### src/rtl/branch_predict_ctrl_if.sv
// Fetch-side prediction and execute-side resolution signals of the branch predictor.
// The slave modport is the predictor's view of these signals; the master modport is the pipeline's view.
interface branch_predict_ctrl_if;
    logic        iFetchValid;
    logic [31:0] iFetchPC;
    logic [31:0] iFetchImm;
    logic        oPredTaken;
    logic [31:0] oPredPC;
    logic        iExValid;
    logic        iExIsBranch;
    logic [31:0] iExPC;
    logic        iExPredTaken;
    logic        iExTaken;
    logic [31:0] iExTarget;
    logic        oRedirect;
    logic [31:0] oRedirectPC;
    logic        oFlush;
    logic [15:0] oBranchCount;
    logic [15:0] oMispredCount;

    modport slave (
        input  iFetchValid, iFetchPC, iFetchImm,
        input  iExValid, iExIsBranch, iExPC, iExPredTaken, iExTaken, iExTarget,
        output oPredTaken, oPredPC, oRedirect, oRedirectPC, oFlush,
        output oBranchCount, oMispredCount
    );

    modport master (
        output iFetchValid, iFetchPC, iFetchImm,
        output iExValid, iExIsBranch, iExPC, iExPredTaken, iExTaken, iExTarget,
        input  oPredTaken, oPredPC, oRedirect, oRedirectPC, oFlush,
        input  oBranchCount, oMispredCount
    );
endinterface

### src/rtl/branch_predict_ctrl.sv
// Bimodal branch predictor: a table of 2-bit saturating counters, trained at execute,
// with a registered redirect strobe and a fixed-length flush window after each mispredict.
module branch_predict_ctrl #(
    parameter int BHT_BITS     = 4,
    parameter int FLUSH_CYCLES = 2
) (
    input logic                  iCLK,
    input logic                  iRST,
    branch_predict_ctrl_if.slave bus
);
    localparam int         BHT_ENTRIES = 1 << BHT_BITS;
    localparam logic [3:0] FLUSH_LOAD  = 4'(FLUSH_CYCLES - 1);

    typedef enum logic {ST_IDLE = 1'b0, ST_FLUSH = 1'b1} state_t;

    state_t              state_q, state_d;
    logic [1:0]          bht_q [BHT_ENTRIES];
    logic [1:0]          bht_d [BHT_ENTRIES];
    logic [3:0]          flush_cnt_q, flush_cnt_d;
    logic                redirect_q, redirect_d;
    logic [31:0]         redirect_pc_q, redirect_pc_d;
    logic                flush_q, flush_d;
    logic [15:0]         branch_cnt_q, branch_cnt_d;
    logic [15:0]         mispred_cnt_q, mispred_cnt_d;
    logic [BHT_BITS-1:0] fetch_idx_s, ex_idx_s;
    logic                pred_taken_s, resolve_s, mispred_s;

    function automatic logic [1:0] sat_update(input logic [1:0] ctr, input logic taken);
        logic [1:0] nxt;
        if (taken) nxt = (ctr == 2'b11) ? 2'b11 : ctr + 2'b01;
        else       nxt = (ctr == 2'b00) ? 2'b00 : ctr - 2'b01;
        return nxt;
    endfunction

    function automatic logic [15:0] sat_inc16(input logic [15:0] val);
        return (val == 16'hFFFF) ? 16'hFFFF : val + 16'd1;
    endfunction

    assign fetch_idx_s = bus.iFetchPC[BHT_BITS+1:2];
    assign ex_idx_s    = bus.iExPC[BHT_BITS+1:2];
    assign resolve_s   = bus.iExValid & bus.iExIsBranch & (state_q == ST_IDLE);
    assign mispred_s   = resolve_s & (bus.iExTaken != bus.iExPredTaken);

    // Prediction reads the registered table, so a same-cycle execute update is not yet visible.
    always_comb begin
        pred_taken_s = bus.iFetchValid & bht_q[fetch_idx_s][1];
        if (pred_taken_s) bus.oPredPC = bus.iFetchPC + bus.iFetchImm;
        else              bus.oPredPC = bus.iFetchPC + 32'd4;
    end

    assign bus.oPredTaken    = pred_taken_s;
    assign bus.oRedirect     = redirect_q;
    assign bus.oRedirectPC   = redirect_pc_q;
    assign bus.oFlush        = flush_q;
    assign bus.oBranchCount  = branch_cnt_q;
    assign bus.oMispredCount = mispred_cnt_q;

    // Next-state: resolve and train in IDLE, count down the flush window in FLUSH.
    always_comb begin
        state_d       = state_q;
        bht_d         = bht_q;
        flush_cnt_d   = flush_cnt_q;
        redirect_d    = 1'b0;
        redirect_pc_d = redirect_pc_q;
        flush_d       = flush_q;
        branch_cnt_d  = branch_cnt_q;
        mispred_cnt_d = mispred_cnt_q;
        case (state_q)
            ST_IDLE: begin
                if (resolve_s) begin
                    bht_d[ex_idx_s] = sat_update(bht_q[ex_idx_s], bus.iExTaken);
                    branch_cnt_d    = sat_inc16(branch_cnt_q);
                end else begin
                    branch_cnt_d = branch_cnt_q;
                end
                if (mispred_s) begin
                    redirect_d    = 1'b1;
                    redirect_pc_d = bus.iExTaken ? bus.iExTarget : bus.iExPC + 32'd4;
                    mispred_cnt_d = sat_inc16(mispred_cnt_q);
                    state_d       = ST_FLUSH;
                    flush_d       = 1'b1;
                    flush_cnt_d   = FLUSH_LOAD;
                end else begin
                    flush_d = 1'b0;
                end
            end
            ST_FLUSH: begin
                if (flush_cnt_q == 4'd0) begin
                    state_d = ST_IDLE;
                    flush_d = 1'b0;
                end else begin
                    flush_cnt_d = flush_cnt_q - 4'd1;
                end
            end
            default: begin
                state_d = ST_IDLE;
                flush_d = 1'b0;
            end
        endcase
    end

    // State, table and output registers.
    always_ff @(posedge iCLK or negedge iRST) begin
        if (!iRST) begin
            state_q       <= ST_IDLE;
            for (int i = 0; i < BHT_ENTRIES; i++) bht_q[i] <= 2'b01;
            flush_cnt_q   <= 4'd0;
            redirect_q    <= 1'b0;
            redirect_pc_q <= 32'd0;
            flush_q       <= 1'b0;
            branch_cnt_q  <= 16'd0;
            mispred_cnt_q <= 16'd0;
        end else begin
            state_q       <= state_d;
            bht_q         <= bht_d;
            flush_cnt_q   <= flush_cnt_d;
            redirect_q    <= redirect_d;
            redirect_pc_q <= redirect_pc_d;
            flush_q       <= flush_d;
            branch_cnt_q  <= branch_cnt_d;
            mispred_cnt_q <= mispred_cnt_d;
        end
    end
endmodule

### src/flat_wrapper.sv
// flat-port wrapper written by rule: the top's interface ports become plain ports
module branch_predict_ctrl_flat 
#(
    parameter int BHT_BITS     = 4,
    parameter int FLUSH_CYCLES = 2
)
  (iCLK, iRST, bus_iFetchValid, bus_iFetchPC, bus_iFetchImm, bus_iExValid, bus_iExIsBranch, bus_iExPC, bus_iExPredTaken, bus_iExTaken, bus_iExTarget, bus_oPredTaken, bus_oPredPC, bus_oRedirect, bus_oRedirectPC, bus_oFlush, bus_oBranchCount, bus_oMispredCount);
  branch_predict_ctrl_if bus_i ();
  input logic iCLK;
  input logic iRST;
  input wire logic [$bits(bus_i.iFetchValid)-1:0] bus_iFetchValid;
  input wire logic [$bits(bus_i.iFetchPC)-1:0] bus_iFetchPC;
  input wire logic [$bits(bus_i.iFetchImm)-1:0] bus_iFetchImm;
  input wire logic [$bits(bus_i.iExValid)-1:0] bus_iExValid;
  input wire logic [$bits(bus_i.iExIsBranch)-1:0] bus_iExIsBranch;
  input wire logic [$bits(bus_i.iExPC)-1:0] bus_iExPC;
  input wire logic [$bits(bus_i.iExPredTaken)-1:0] bus_iExPredTaken;
  input wire logic [$bits(bus_i.iExTaken)-1:0] bus_iExTaken;
  input wire logic [$bits(bus_i.iExTarget)-1:0] bus_iExTarget;
  output wire logic [$bits(bus_i.oPredTaken)-1:0] bus_oPredTaken;
  output wire logic [$bits(bus_i.oPredPC)-1:0] bus_oPredPC;
  output wire logic [$bits(bus_i.oRedirect)-1:0] bus_oRedirect;
  output wire logic [$bits(bus_i.oRedirectPC)-1:0] bus_oRedirectPC;
  output wire logic [$bits(bus_i.oFlush)-1:0] bus_oFlush;
  output wire logic [$bits(bus_i.oBranchCount)-1:0] bus_oBranchCount;
  output wire logic [$bits(bus_i.oMispredCount)-1:0] bus_oMispredCount;
  assign bus_i.iFetchValid = bus_iFetchValid;
  assign bus_i.iFetchPC = bus_iFetchPC;
  assign bus_i.iFetchImm = bus_iFetchImm;
  assign bus_i.iExValid = bus_iExValid;
  assign bus_i.iExIsBranch = bus_iExIsBranch;
  assign bus_i.iExPC = bus_iExPC;
  assign bus_i.iExPredTaken = bus_iExPredTaken;
  assign bus_i.iExTaken = bus_iExTaken;
  assign bus_i.iExTarget = bus_iExTarget;
  assign bus_oPredTaken = bus_i.oPredTaken;
  assign bus_oPredPC = bus_i.oPredPC;
  assign bus_oRedirect = bus_i.oRedirect;
  assign bus_oRedirectPC = bus_i.oRedirectPC;
  assign bus_oFlush = bus_i.oFlush;
  assign bus_oBranchCount = bus_i.oBranchCount;
  assign bus_oMispredCount = bus_i.oMispredCount;
  branch_predict_ctrl #(.BHT_BITS(BHT_BITS), .FLUSH_CYCLES(FLUSH_CYCLES)) u_core (.iCLK(iCLK), .iRST(iRST), .bus(bus_i));
endmodule
### config.mk
export PLATFORM = sky130hd
export DESIGN_NAME = branch_predict_ctrl_flat
export DESIGN_NICKNAME = d
export VERILOG_FILES = /design/src/rtl/branch_predict_ctrl_if.sv /design/src/rtl/branch_predict_ctrl.sv /design/src/flat_wrapper.sv
export SDC_FILE = /design/constraint.sdc
export NUM_CORES = 1
export LEC_CHECK = 0
export BUFFER_PORTS_ARGS = -buffer_cell sky130_fd_sc_hd__buf_2
export CORE_MARGIN = 2
export CORE_UTILIZATION = 48
export DETAILED_ROUTE_END_ITERATION = 10
export GPL_TIMING_DRIVEN = 0
export PLACE_DENSITY_LB_ADDON = 0.2
export SETUP_SLACK_MARGIN = 0.1
export SLEW_MARGIN = 15
export SYNTH_ARGS = -nofsm -noshare
export SYNTH_HDL_FRONTEND = slang
export SYNTH_SLANG_ARGS = --single-unit
### constraint.sdc
create_clock -name iCLK -period 2.6 [get_ports iCLK]
set_clock_uncertainty 0.2 [all_clocks]
set_input_delay 0.26 -clock iCLK [delete_from_list [all_inputs] [get_ports iCLK]]
set_output_delay 0.26 -clock iCLK [all_outputs]
set_load 0.05 [all_outputs]
==> impl_metrics.py <==
metrics = {
    "global_route": {
        "grt_pass1_wl_um": 40700,
        "antenna_found_initial": 0,
        "grt_usage": 0.282,
        "grt_pass1_vias": 8137,
        "overflow": 0,
        "grt_max_degree": 66,
    },
    "synthesis": {
        "synth_edf_count": 0,
        "ys_seq_area_frac": 0.322,
        "synth_nets": 1121,
        "async_flop_share": 1.00,
        "ys_warn_count": 0,
        "synth_ff_type": "dfrtp_1",
        "yosysUniqueCellTypes": 65,
        "netlist_area_um2": 8060,
        "synth_seq_cells": 103,
        "syn_inst": 946,
        "postSynthAreaPerCell_um2": 8.52,
    },
    "sta": {
        "setup_viol": 62,
        "worst_slack_ns": -0.535,
        "slew_headroom": 0.442,
        "period_needed_ns": 3.14,
        "timing.final.crit_share": 1.21,
        "fmax_mhz": 319,
        "slew_violations": 0,
        "finalHoldViolations": 0,
        "whs_ns": 0.000826,
        "rsz0062_at_grt": "true",
        "worst_pin_slew_ns": 0.837,
    },
    "worst_setup_path": {
        "cp_cell_sequence": "buf_2 -> ha_4 -> buf_6 -> a21oi_4 -> o21a_1 -> o221ai_2 -> or3_1 -> o21ai_2 -> buf_4 -> o211ai_1 -> or4_4 -> buf_8",
        "rr_worst_depth": 7,
        "critPathSlowestCell": "or4_4",
        "worst_setup_path_start_kind": "input port",
        "crit_buf_inv": 4,
        "endpoint_kind": "primary output",
        "regToRegSetupSlack_ns": -0.09,
        "max_stage_delay_ns": 0.44,
        "required_ns": 2.14,
        "worstSetupPathType": "in2out",
        "arrival_ns": 2.68,
        "worstPathMaxFanout": 5,
        "crit_family": "compound AO/OA/AOI/OAI gates",
        "rr_startpoint": "u_core.bht_q[15]",
        "worstReg2RegEnd": "u_core.bht_q[8]",
    },
    "placed_design": {
        "hpwl_um": 18100,
        "port_buffers": 231,
        "gp_congestion": 0.941,
    },
    "floorplan": {
        "die_area_um2": 17900,
        "core_um2": 16500,
        "fp.dieH_um": 134,
        "start_util": 0.488,
        "die_x_um": 134,
        "rows": 47,
        "io_pins": 234,
    },
    "power_and_ir_drop": {
        "p_leak_nw": 5.80,
        "p_per_area_nw_per_um2": 612,
        "ir_worst_vdd_v": 0.000679,
    },
    "detailed_routing": {
        "drt-initial-drc-count": 542,
        "antenna_left": 0,
        "via_count": 8522,
        "first_pass_iters": 5,
        "drt_wl_total_um": 27000,
        "routed_via_density": 5.67,
        "wl_per_cell_um": 18.0,
        "drc_errors": 0,
    },
    "finish": {
        "area_growth_pct": 53.5,
        "finalNetCount": 1451,
        "drive_above_1_share": 0.433,
        "final_util": 0.749,
    },
    "worst_hold_path": {
        "hp-start": "bus_iExTarget[31]",
        "hold_class": "in2reg",
        "hold_depth": 3,
        "hold_path_end": "u_core.bus.oRedirectPC[31]",
    },
    "job": {
        "drv_cap": 0,
    },
    "clocking": {
        "clkSinkCount": 103,
        "cts_tree": "done",
        "ctsLongestPathBuffers": 2,
        "cts_max_level": 3,
        "clk_latency_ns": 0.35,
        "cts-buffers-inserted": 9,
        "clk_pin_slew_ns": 0.07,
        "cts-root-buf": "clkbuf_16",
    },
    "status": {
        "status": "finished, violations left",
        "violations": "setup timing",
    },
}
[logic make-up after synthesis]
logic type	count (synthesis)	share of synthesized area
AOI/OAI and AO/OA	205	0.153
xor gates and xnor gates	95	0.103
adders and majority gates	42	0.0658
buffers and inverters	61	0.0304
DFF	103	0.322
muxes	64	0.108
and+or+nand+nor	376	0.218
[tightest hold or removal path: cells and delay by family]
family / cells / cell delay (ns)
compound gates: 1 / 0.11
buf+inv: 1 / 0.07
simple gates: 1 / 0.06
[area by class of cell]
type / count / area (um^2)
Multi-Input combinational cell: 782 / 6420
Fill cell: 1157 / 4150
Tap cell: 220 / 275
Buffer: 35 / 308
Sequential cell: 103 / 2600
Clock inverter: 7 / 86.3
Antenna cell: 1 / 2.50
Timing Repair Buffer: 325 / 2380
Inverter: 20 / 77.6
Clock buffer: 9 / 225
[metal layers]
layer	vias up	global-route usage	part of all wire
met5	-	0	0
met4	0	0.0798	0.031
met3	70	0.0449	0.053
met2	312	0.497	0.50
met1	4083	0.358	0.42
li1	4057	-	-
[cells in the final DEF (no fill, tap or decap), types with 20 or more instances in the layout]
master | Yosys | routed
nand2_1 | 157 | 128
nand4_1 | 25 | 25
buf_4 | 1 | 62
xnor2_1 | 51 | 47
and3_1 | 21 | 20
o21ai_0 | 72 | 47
buf_2 | 3 | 183
a21oi_1 | 64 | 43
mux2_4 | 0 | 28
dfrtp_1 | 87 | 87
buf_6 | 1 | 56
nor2_1 | 63 | 57
ha_1 | 39 | 21
nand3_1 | 48 | 45
xor2_1 | 44 | 42
[metrics by stage]
| stage | setup TNS [ns] | power, mW | instances | setup WS (ns) | cell area [um^2] |
|---|---|---|---|---|---|
| finish | -12.87 | 7.57 | 1502 | -0.535 | 12400 |
| global route | -15.74 | 7.92 | 1501 | -0.595 | 12400 |
| detailed placement | -27.57 | 5.62 | 1398 | -0.801 | 10100 |
| global placement | -33.17 | 5.57 | 1397 | -0.783 | 10100 |
| floorplan | -0.371 | 4.75 | 946 | -0.264 | 8630 |
| CTS | -9.43 | 7.46 | 1483 | -0.546 | 12000 |
[how the worst max path moves through the flow]
stage               cells past startpoint               to             start  slack, ns
floorplan                               9  bus_oPredPC[31]  bus_iFetchPC[14]      -0.26
global placement                       10  bus_oPredPC[31]  bus_iFetchPC[12]      -0.78
detailed placement                     10  bus_oPredPC[31]  bus_iFetchPC[12]      -0.80
CTS                                    11  bus_oPredPC[31]  bus_iFetchPC[14]      -0.55
global route                           11  bus_oPredPC[31]  bus_iFetchPC[25]      -0.59
finish                                 12  bus_oPredPC[31]  bus_iFetchPC[18]      -0.54
[sequential cells by signal, summed over array words and instances, names as in the netlist]
name	flops
u_core.bus.oRedirect	1
u_core.bht_q	32
u_core.bus.oRedirectPC	32
u_core.bus.oFlush	1
u_core.bus.oMispredCount	16
u_core.bus.oBranchCount	16
u_core.state_q	1
u_core.flush_cnt_q	4
[synth_stat cells (14+ instances only)]
cell type	instances	area share
dfrtp_1	87	0.27
a21o_1	16	0.015
inv_1	19	0.0088
nand4_1	25	0.019
nor3_1	16	0.0099
nand3_1	48	0.030
mux2i_1	14	0.017
o21ai_0	72	0.045
dfstp_2	16	0.052
and3_1	21	0.016
clkbuf_1	33	0.015
xnor2_1	51	0.055
nand2_1	157	0.073
xor2_1	44	0.048
a21oi_1	64	0.040
ha_1	39	0.061
nor2_1	63	0.029
mux2_2	36	0.050
[power breakdown]
group	internal, mW	switching (mW)
Sequential	2.05	0.273
Combinational	1.32	2.51
Clock	0.769	0.651
Total	4.14	3.43
[timing repair]
action                                  in CTS  in global routing
hold buffers                                14                  0
endpoints found under the setup margin      68                 81
resized for setup                          239                 68
setup buffers                               55                 23
cloned                                       2                  0
endpoints found under the hold margin       51                  0
pin swaps                                   51                 41
(Power assumes the default switching activity.)
